`src/rtl/stream_demux.sv`:
```
// Registered 1-to-N stream demux (addressed / round-robin / broadcast) with one-entry buffer per output.
// Latency: beat visible on out_valid/out_data from the accepting edge; 1-cycle register delay.
// Backpressure: in_ready is combinational from target buffer(s) free state; a pop frees a slot on the same edge.
module stream_demux #(
    parameter  int WIDTH = 8,
    parameter  int N_OUT = 4,
    localparam int SEL_W = $clog2(N_OUT)
) (
    input  logic                   clk,
    input  logic                   rst_n,
    input  logic [1:0]             mode,
    input  logic                   in_valid,
    output logic                   in_ready,
    input  logic [WIDTH-1:0]       in_data,
    input  logic [SEL_W-1:0]       in_sel,
    output logic [N_OUT-1:0]       out_valid,
    input  logic [N_OUT-1:0]       out_ready,
    output logic [N_OUT*WIDTH-1:0] out_data,
    output logic [SEL_W-1:0]       rr_ptr,
    output logic                   drop_err
);

    localparam logic [1:0] MODE_ADDR  = 2'b00;
    localparam logic [1:0] MODE_RR    = 2'b01;
    localparam logic [1:0] MODE_BCAST = 2'b10;

    logic [N_OUT-1:0]            free;
    logic [N_OUT-1:0]            hit_sel;
    logic [N_OUT-1:0]            hit_rr;
    logic [N_OUT-1:0]            load;
    logic                        sel_ok;
    logic                        accept;
    logic [N_OUT-1:0][WIDTH-1:0] data_q;

    assign free     = ~out_valid | out_ready;
    assign sel_ok   = 32'(in_sel) < N_OUT;
    assign accept   = in_valid && in_ready;
    assign out_data = data_q;

    // One-hot decodes avoid indexing past N_OUT when it is not a power of two.
    always_comb begin
        hit_sel = '0;
        hit_rr  = '0;
        for (int k = 0; k < N_OUT; k++) begin
            hit_sel[k] = (in_sel == SEL_W'(k));
            hit_rr[k]  = (rr_ptr == SEL_W'(k));
        end
    end

    always_comb begin
        in_ready = 1'b0;
        load     = '0;
        case (mode)
            MODE_ADDR: begin
                in_ready = sel_ok ? |(hit_sel & free) : 1'b1;
                load     = sel_ok ? hit_sel : '0;
            end
            MODE_RR: begin
                in_ready = |(hit_rr & free);
                load     = hit_rr;
            end
            MODE_BCAST: begin
                in_ready = &free;
                load     = '1;
            end
            default: begin
                in_ready = 1'b0;
                load     = '0;
            end
        endcase
        if (!rst_n) in_ready = 1'b0;
        if (!accept) load = '0;
    end

    always_ff @(posedge clk or negedge rst_n) begin
        if (!rst_n) begin
            out_valid <= '0;
            data_q    <= '0;
            rr_ptr    <= '0;
            drop_err  <= 1'b0;
        end else begin
            for (int k = 0; k < N_OUT; k++) begin
                if (load[k]) begin
                    out_valid[k] <= 1'b1;
                    data_q[k]    <= in_data;
                end else if (out_ready[k]) begin
                    out_valid[k] <= 1'b0;
                end
            end
            if (accept && mode == MODE_RR)
                rr_ptr <= (rr_ptr == SEL_W'(N_OUT - 1)) ? '0 : rr_ptr + SEL_W'(1);
            drop_err <= accept && mode == MODE_ADDR && !sel_ok;
        end
    end

endmodule

```
`config.mk`:
```
export PLATFORM = sky130hd
export DESIGN_NAME = stream_demux
export DESIGN_NICKNAME = d
export VERILOG_FILES = /design/src/rtl/stream_demux.sv
export SDC_FILE = /design/constraint.sdc
export NUM_CORES = 1
export LEC_CHECK = 0
export ABC_AREA = 0
export CAP_MARGIN = 10
export CORE_MARGIN = 1.5
export CORE_UTILIZATION = 30
export CTS_CLUSTER_SIZE = 16
export DETAILED_ROUTE_END_ITERATION = 8
export PLACE_DENSITY = 0.68
export SLEW_MARGIN = 20
export SYNTH_ARGS = -nofsm -noshare
export SYNTH_HDL_FRONTEND = slang
export SYNTH_SLANG_ARGS = --single-unit
```
`constraint.sdc`:
```
create_clock -name clk -period 1.91 [get_ports clk]
set_input_delay 0.4775 -clock clk [delete_from_list [all_inputs] [get_ports clk]]
set_output_delay 0.4775 -clock clk [all_outputs]
set_load 0.005 [all_outputs]
```
* Yosys cells after proc, flatten, opt, wreduce, memory -nomap -nowiden
Cells that the tools add are included.
W data, S select, Z words.
** Storage, ports and cells
- Bits of input ports :: 19
- Word-level logic and storage cells :: 47
- Output and inout port bits :: 40
- Register bits after elaboration :: 38
** Operators by class
- Bitwise operators :: 4
- Mux-type cells :: 13
- Reduce and logical (&&, ||, !) cells :: 12
- Equal/unequal tests :: 8
- Add/subtract/negate cells :: 1
** Operator list (count)
- $pmux W4 S3 :: 1
- $eq A2 B2 Y1 const B :: 5
- $mux W1 :: 9
- $and A4 B4 Y4 :: 2
- $reduce_bool A2 Y1 :: 4
- $reduce_or A4 Y1 :: 2
- $eq A2 B1 Y1 const B :: 3
- $logic_not A2 Y1 :: 3
- $mux W4 :: 1
- $not A4 Y4 :: 1
- $or A4 B4 Y4 :: 1
- $reduce_and A4 Y1 :: 1
- $pmux W1 S3 :: 1
- $add A2 B1 Y2 const B :: 1
- $logic_and A1 B1 Y1 :: 2
- $mux W2 :: 1

* Longest topological paths before layout
Gate-level depths: netlist of the first run.
- Word-level depth :: 9
- Gate-level depth with buffers :: 7

* Worst setup path before layout of the first run
OpenSTA, ideal clock, no wires.
- Path kind :: input to register
- Start :: input port out_ready[3]
- End :: register data_q (netlist bit out_data[10])
- Path slack :: -1 ps
- Buffers on the path :: 0
- Stages on the path :: 5
- Data required time :: 1785 ps
- Library setup time :: 125 ps
- Data arrival time :: 1786 ps
- Cells stage by stage :: nand2b_1 > a22oi_1 > a22oi_4 > a22oi_4 > mux2_2
** Between the ends
- Longest elaborated chain between the ends :: 7
- Elaborated cells between the ends (all ways) :: 10
- Those cells by class :: mux: 3; bitwise: 3; reduce/logical: 4
** RTL lines
- start, declared :: RTL line 17 : input logic [N_OUT-1:0] out_ready,
- $or A4 B4 Y4 (*) :: RTL line 35 : assign free = ~out_valid | out_ready;
- $and A4 B4 Y4 (on tied branches) :: RTL line 59, 55
- $reduce_or A4 Y1 (on tied branches) :: RTL line 59, 55
- $pmux W1 S3 (*) :: RTL line 53 : case (mode)
- $mux W1 (*) :: RTL line 71 : if (!rst_n) in_ready = 1'b0;
- $logic_and A1 B1 Y1 (*) :: RTL line 37 : assign accept = in_valid && in_ready;
- $mux W4 (*) :: RTL line 72 : if (!accept) load = '0;
- end signal, assigned by index :: RTL line 85 : data_q[k] <= in_data;
- end, declared :: RTL line 33 : logic [N_OUT-1:0][WIDTH-1:0] data_q;
Mark *: on every way between the ends. The rest lies on a longest branch, timed or not.
A chain may end at the register's enable or synchronous reset.

* Worst setup path in the final report of the first run
- Start :: register rr_ptr[0]
- End :: output port in_ready
** Between the ends
- Longest elaborated chain between the ends :: 5
- Elaborated cells between the ends (all ways) :: 8
- Those cells by class :: eq/ne: 3; mux: 2; bitwise: 1; reduce/logical: 2
** RTL lines
- start, declared :: RTL line 19 : output logic [SEL_W-1:0] rr_ptr,
- start signal, assigned :: RTL line 91 : rr_ptr <= (rr_ptr == SEL_W'(N_OUT - 1)) ? '0 : rr_ptr + SEL_W'(1);
- $eq A2 B1 Y1, or another cell as far along :: RTL line 46 : hit_rr[k] = (rr_ptr == SEL_W'(k));
- $and A4 B4 Y4 (*) :: RTL line 59 : in_ready = |(hit_rr & free);
- $reduce_or A4 Y1 (*) :: RTL line 59
- $pmux W1 S3 (*) :: RTL line 53
- $mux W1 (*) :: RTL line 71
- end, declared :: RTL line 13 : output logic in_ready,
Marked as above.

==> impl_metrics.ini, run 1 <==
[floorplan]
start_util_pct = 31.1
fp.dieW_um = 81.6
io_pins = 59
design.die.area_sq_mm = 0.00665
row_count = 28
core_area_sq_mm = 0.00596
die_h_um = 81.6

[timing]
clock.fmax_ghz = 0.477
post-route-period-util_pct = 110
setup_violations = 25
hold_ws_ns = 0.236
fin_tns_setup_ns = -1.27
fin_worst_skew_ns = 0.00722
hold_violations = 0
layout_min_cycle_time_ns = 2.10
finalWorstSetupSlack_ns = -0.187
drv_slew = 0
rsz0062_at_grt = yes

[logic_synthesis]
syn_area_sq_mm = 0.00185
synth.area.top_cells = dfrtp_1, mux2_2, ha_1
async_reset_ff_share_pct = 100
synth-edff-count = 0
ys_seq_area_share_pct = 51.4
yosys_most_used_dff = dfrtp_1
ys_types = 36
synth_seq_cells = 38
synth_nets = 156
yosysWarnings = 0
syn_avg_cell_area_sq_um = 13.9
synth.most_common_cell = dfrtp_1
synth_top_area_cell = dfrtp_1
synthCells = 133
synth_commonest_cells = dfrtp_1, mux2_2, nand2_1
synth_top_area_share_pct = 51.4

[layout]
final_nets = 260
diodes = 0
drive_gt1_share_pct = 52.1
fillCellCount = 551
area_growth_syn_to_layout_pct = 66.4
design_area_sq_mm = 0.00308

[worst_setup_path]
worstPathRequired_ns = 1.43
crit_path_start_kind = flop
cp_max_fo = 4
max_stage_delay_ns = 0.42
end_kind = output pin
path_buf_inv = 2
critical_path.top_delay_family = compound AO/OA/AOI/OAI gates
crit_type = flop to output pin
worstPathCellList = inv_2, ha_4, nand2_4, o311a_4, nor3_4, o211a_1, buf_2
cp_slowest_cell = dfrtp_1
cp_data_arrival_time_ns = 1.62

[grt]
grt_max_degree = 21
grt_pass1_wl_um = 7240
grt_pass1_vias = 1449
grt_overflow_total = 0
grt_antenna_before_repair = 0
groute.usage.overall_pct = 14.7

[place]
numPortBuffers = 57
postPlaceCellArea_sq_mm = 0.00273
place_congestion = 0.800
dp_hpwl_um = 3150

[clock_tree]
root_buffer = clkbuf_8
clk_latency_ns = 0.29
cts_buffer_depth = 2
cts_tree = yes
numClockSinks = 38
cts_made_buffers = 5
clkTransAtPathRegs_ns = 0.07
cts_htree_levels = 2

[route]
drtIter0Drc = 41
vias_per_cell = 4.63
drcViolationCount = 0
wl_per_cell_um = 14.6
vias = 1448
dr.pass1.iters = 4
ant_nets = 0
routed_wl_um = 4570

[power_and_ir_drop]
leakagePower_nw = 1.38
p_per_area_mw_per_mm2 = 1250
vdd_drop_max_mv = 0.757

[run_status]
violations = negative setup slack
status = complete, but fails checks

[hold_path]
hp-class = input port to asynchronous set/reset pin

[run]
drv_cap = 0
-- per-layer routing --
layer  vias up  part of all wire [%]  GRT usage (%)
li1        690                     -              -
met1       711                    44           18.8
met2        40                    50           24.3
met3         7                   4.9           3.44
met4         0                   1.2           5.34
met5         -                     0              0
-- area by class of cell --
class                           instances  area (sq um)  share of cell area [%]
Multi-Input combinational cell         88           983                    31.9
Timing Repair Buffer                  100           938                    30.5
Clock buffer                            6          82.6                    2.68
Tap cell                               75          93.8                    3.05
Sequential cell                        38           952                    30.9
Inverter                                4          17.5                   0.569
Clock inverter                          2          12.5                   0.406
-- kinds of logic (layout without fill, tap and decap cells) --
logic type | after synthesis | in the layout | share of synthesized area, %
simple gates | 28 | 28 | 9.53
other cells | 1 | 1 | 0.203
fa+ha+maj | 4 | 4 | 2.70
mux | 34 | 34 | 20.7
compound gates | 21 | 21 | 13.5
buf+inv | 7 | 112 | 2.03
flops | 38 | 38 | 51.4
-- worst paths after layout --
check	startpoint	to	slack, ns	cells after the start
setup / recovery	rr_ptr[0]	in_ready	-0.19	7
hold / removal	rst_n	out_valid[0]	0.24	2
setup reg to reg	rr_ptr[0]	out_data[11]	-0.09	10
hold reg to reg	out_data[24]	out_data[24]	0.51	1
max in group asynchronous	rst_n	out_data[3]	1.44	2
min in group clk	out_data[24]	out_data[24]	0.51	1
-- what timing repair did --
item	in CTS	in global routing
endpoints found under the setup margin	38	37
resized for setup	42	16
pin swaps	11	5
setup buffers	9	4
hold buffers	0	0
-- flip-flops by register name, indices dropped and copies added (netlist names) --
name,cells
out_valid,4
out_data,32
rr_ptr,2
-- power breakdown --
group          switching [mW]  internal (mW)  total (mW)
combinational           0.619           1.28        1.90
clock                   0.272          0.290       0.562
sequential              0.219           1.18        1.40
total                    1.11           2.75        3.86
-- stage by stage --
step                      power (mW)  instances  setup WS [ns]  utilization, %
final                           3.86        313         -0.187            51.7
after global routing            4.12        313         -0.267            51.7
after CTS                       3.81        309         -0.203            50.1
after detailed placement        3.09        292         -0.861            45.9
after global placement          3.07        292         -0.866            45.9
after floorplan                 2.00        133        0.00536               -
-- placed cells by master, fill, tap and decap left out, types with 2 or more instances in the layout --
master / Yosys / layout
clkdlybuf4s50_1: 0 / 44
dfrtp_1: 38 / 37
buf_4: 2 / 34
mux2_2: 34 / 33
nand2_1: 9 / 7
clkbuf_8: 0 / 6
dlygate4sd2_1: 0 / 6
buf_6: 0 / 6
nor2_1: 4 / 4
nand2b_4: 0 / 3
nor3_4: 1 / 3
a21oi_4: 1 / 3
a21oi_1: 4 / 3
ha_4: 0 / 3
buf_2: 0 / 3
buf_12: 0 / 3
inv_2: 0 / 2
a22oi_2: 1 / 2
a22oi_4: 2 / 2
clkdlybuf4s15_2: 0 / 2
dlymetal6s2s_1: 0 / 2
Note: power is estimated with default switching activity, not from simulation.
==> inputs of run 2 (changes only) <==
--- a/config.mk
+++ b/config.mk
@@ -6,7 +6,6 @@
 export NUM_CORES = 1
 export LEC_CHECK = 0
 export ABC_AREA = 0
-export CAP_MARGIN = 10
 export CORE_MARGIN = 1.5
 export CORE_UTILIZATION = 30
 export CTS_CLUSTER_SIZE = 16
==> results of run 2 <==
No change in the layout: final DEF, timing and power equal those of run 1.
==> inputs of run 3 (changes only) <==
--- a/config.mk
+++ b/config.mk
@@ -7,10 +7,10 @@
 export LEC_CHECK = 0
 export ABC_AREA = 0
 export CORE_MARGIN = 1.5
-export CORE_UTILIZATION = 30
+export CORE_UTILIZATION = 41
 export CTS_CLUSTER_SIZE = 16
 export DETAILED_ROUTE_END_ITERATION = 8
-export PLACE_DENSITY = 0.68
+export PLACE_DENSITY = 0.75
 export SLEW_MARGIN = 20
 export SYNTH_ARGS = -nofsm -noshare
 export SYNTH_HDL_FRONTEND = slang
==> impl_metrics.ini, run 3 (synthesized netlist as in run 1, its figures left out) <==
[run_status]
status = complete, but fails checks
violations = negative setup slack

[floorplan]
core_area_sq_mm = 0.00435
start_util_pct = 42.5
fp.dieW_um = 70.2
row_count = 24
io_pins = 59
die_h_um = 70.2
design.die.area_sq_mm = 0.00493

[worst_setup_path]
worstReg2RegStart = rr_ptr[1]
ff2ff_setup_slack_ns = -0.14
path_buf_inv = 2
max_stage_delay_ns = 0.46
reg2reg_depth = 9
cp_max_fo = 5
cp_data_arrival_time_ns = 1.67
crit_cells = 7
end_kind = output pin
r2r_end = out_data[14]
cp_slowest_cell = dfrtp_2
crit_path_start_kind = flop
worstPathCellList = inv_4, ha_4, nand2_4, o311a_4, nor3_4, o211a_1, buf_2
crit_type = flop to output pin
worstPathRequired_ns = 1.43
crit_path_start = rr_ptr[1]
critical_path.top_delay_family = flip-flops

[grt]
grt_overflow_total = 0
groute.usage.overall_pct = 25.1
grt_max_degree = 39
grt_pass1_vias = 1798
grt_antenna_before_repair = 0
grt_pass1_wl_um = 9340

[run]
drv_cap = 0

[layout]
mostFrequentLayoutCell = clkdlybuf4s50_1
multiInputGateArea_sq_mm = 0.00112
fillCellCount = 265
most-common-layout-cells = clkdlybuf4s50_1, buf_4, dfrtp_1
final_nets = 273
area_growth_syn_to_layout_pct = 78.2
largest_register_ffs = 32
seqCellArea_sq_um = 953
drive_gt1_share_pct = 55.4
diodes = 0

[clock_tree]
cts_tree = yes
cts_made_buffers = 5
numClockSinks = 38
cts_htree_levels = 2
clk_latency_ns = 0.28
root_buffer = clkbuf_8
holdBufCountCts = 0
clkTransAtPathRegs_ns = 0.07
cts_buffer_depth = 2

[place]
pre_cts_slack_ns = -0.881
place_congestion = 0.940
numPortBuffers = 57
dp_hpwl_um = 3570

[route]
vias_per_cell = 5.33
wl_per_cell_um = 20.0
dr.pass1.iters = 4
top_layer_used = met4
drtIter0Drc = 57
met2_length_um = 3140
met1_length_um = 2310
drcViolationCount = 0
routed_wl_um = 6030
ant_nets = 0
wl_met3_um = 359
vias = 1605

[power_and_ir_drop]
p_per_area_mw_per_mm2 = 1300
vdd_drop_max_mv = 1.06
leakagePower_nw = 1.56

[timing]
layout_min_cycle_time_ns = 2.15
rsz0062_at_grt = yes
finalWorstSetupSlack_ns = -0.239
post-route-period-util_pct = 113
hold_violations = 0
setup_violations = 36
clock.fmax_ghz = 0.465
fin_tns_setup_ns = -2.85
drv_slew = 0
fin_worst_skew_ns = 0.00558

[hold_path]
hp-class = input port to asynchronous set/reset pin
-- run 3: worst max path at each step --
| stage | to | slack, ns |
|---|---|---|
| after floorplan | out_data[10] | 0.005 |
| after global routing | in_ready | -0.30 |
| after CTS | in_ready | -0.18 |
| final | in_ready | -0.24 |
| after detailed placement | in_ready | -0.88 |
| after global placement | in_ready | -0.81 |
-- run 3: power breakdown --
group | internal, mW | switching, mW | total [mW]
Sequential | 1.18 | 0.283 | 1.46
Combinational | 1.53 | 0.755 | 2.29
Clock | 0.278 | 0.255 | 0.533
Total | 2.99 | 1.29 | 4.29
-- run 3: stage by stage --
stage	hold WS, ns	cell area (sq um)	total power, mW	util (%)	instances
finish	0.331	3300	4.29	75.8	301
floorplan	0.182	1860	2.00	-	133
global placement	0.487	2700	3.08	62.1	269
detailed placement	0.501	2700	3.18	62.1	269
CTS	0.313	3140	4.05	72.1	295
global route	0.362	3300	4.50	75.8	301
-- run 3: area by class of cell --
| cell class | count | share of cell area (%) |
|---|---|---|
| well taps | 52 | 1.97 |
| clock buffers | 6 | 2.50 |
| multi-input cells | 88 | 34.0 |
| flip-flops and latches | 38 | 28.9 |
| inverters | 4 | 0.607 |
| repair buffers | 113 | 32.1 |
-- run 3: routing by layer --
metal / vias up / track usage, %
met5: - / 0
met3: 20 / 7.65
li1: 714 / -
met2: 81 / 45.9
met1: 790 / 26.7
met4: 0 / 10.5
-- run 3: timing repair --
action	4_1_cts	5_1_grt
pin swaps	16	14
hold endpoints to repair	0	0
cloned	1	0
endpoints found under the setup margin	38	37
resized for setup	64	34
setup buffers	20	11
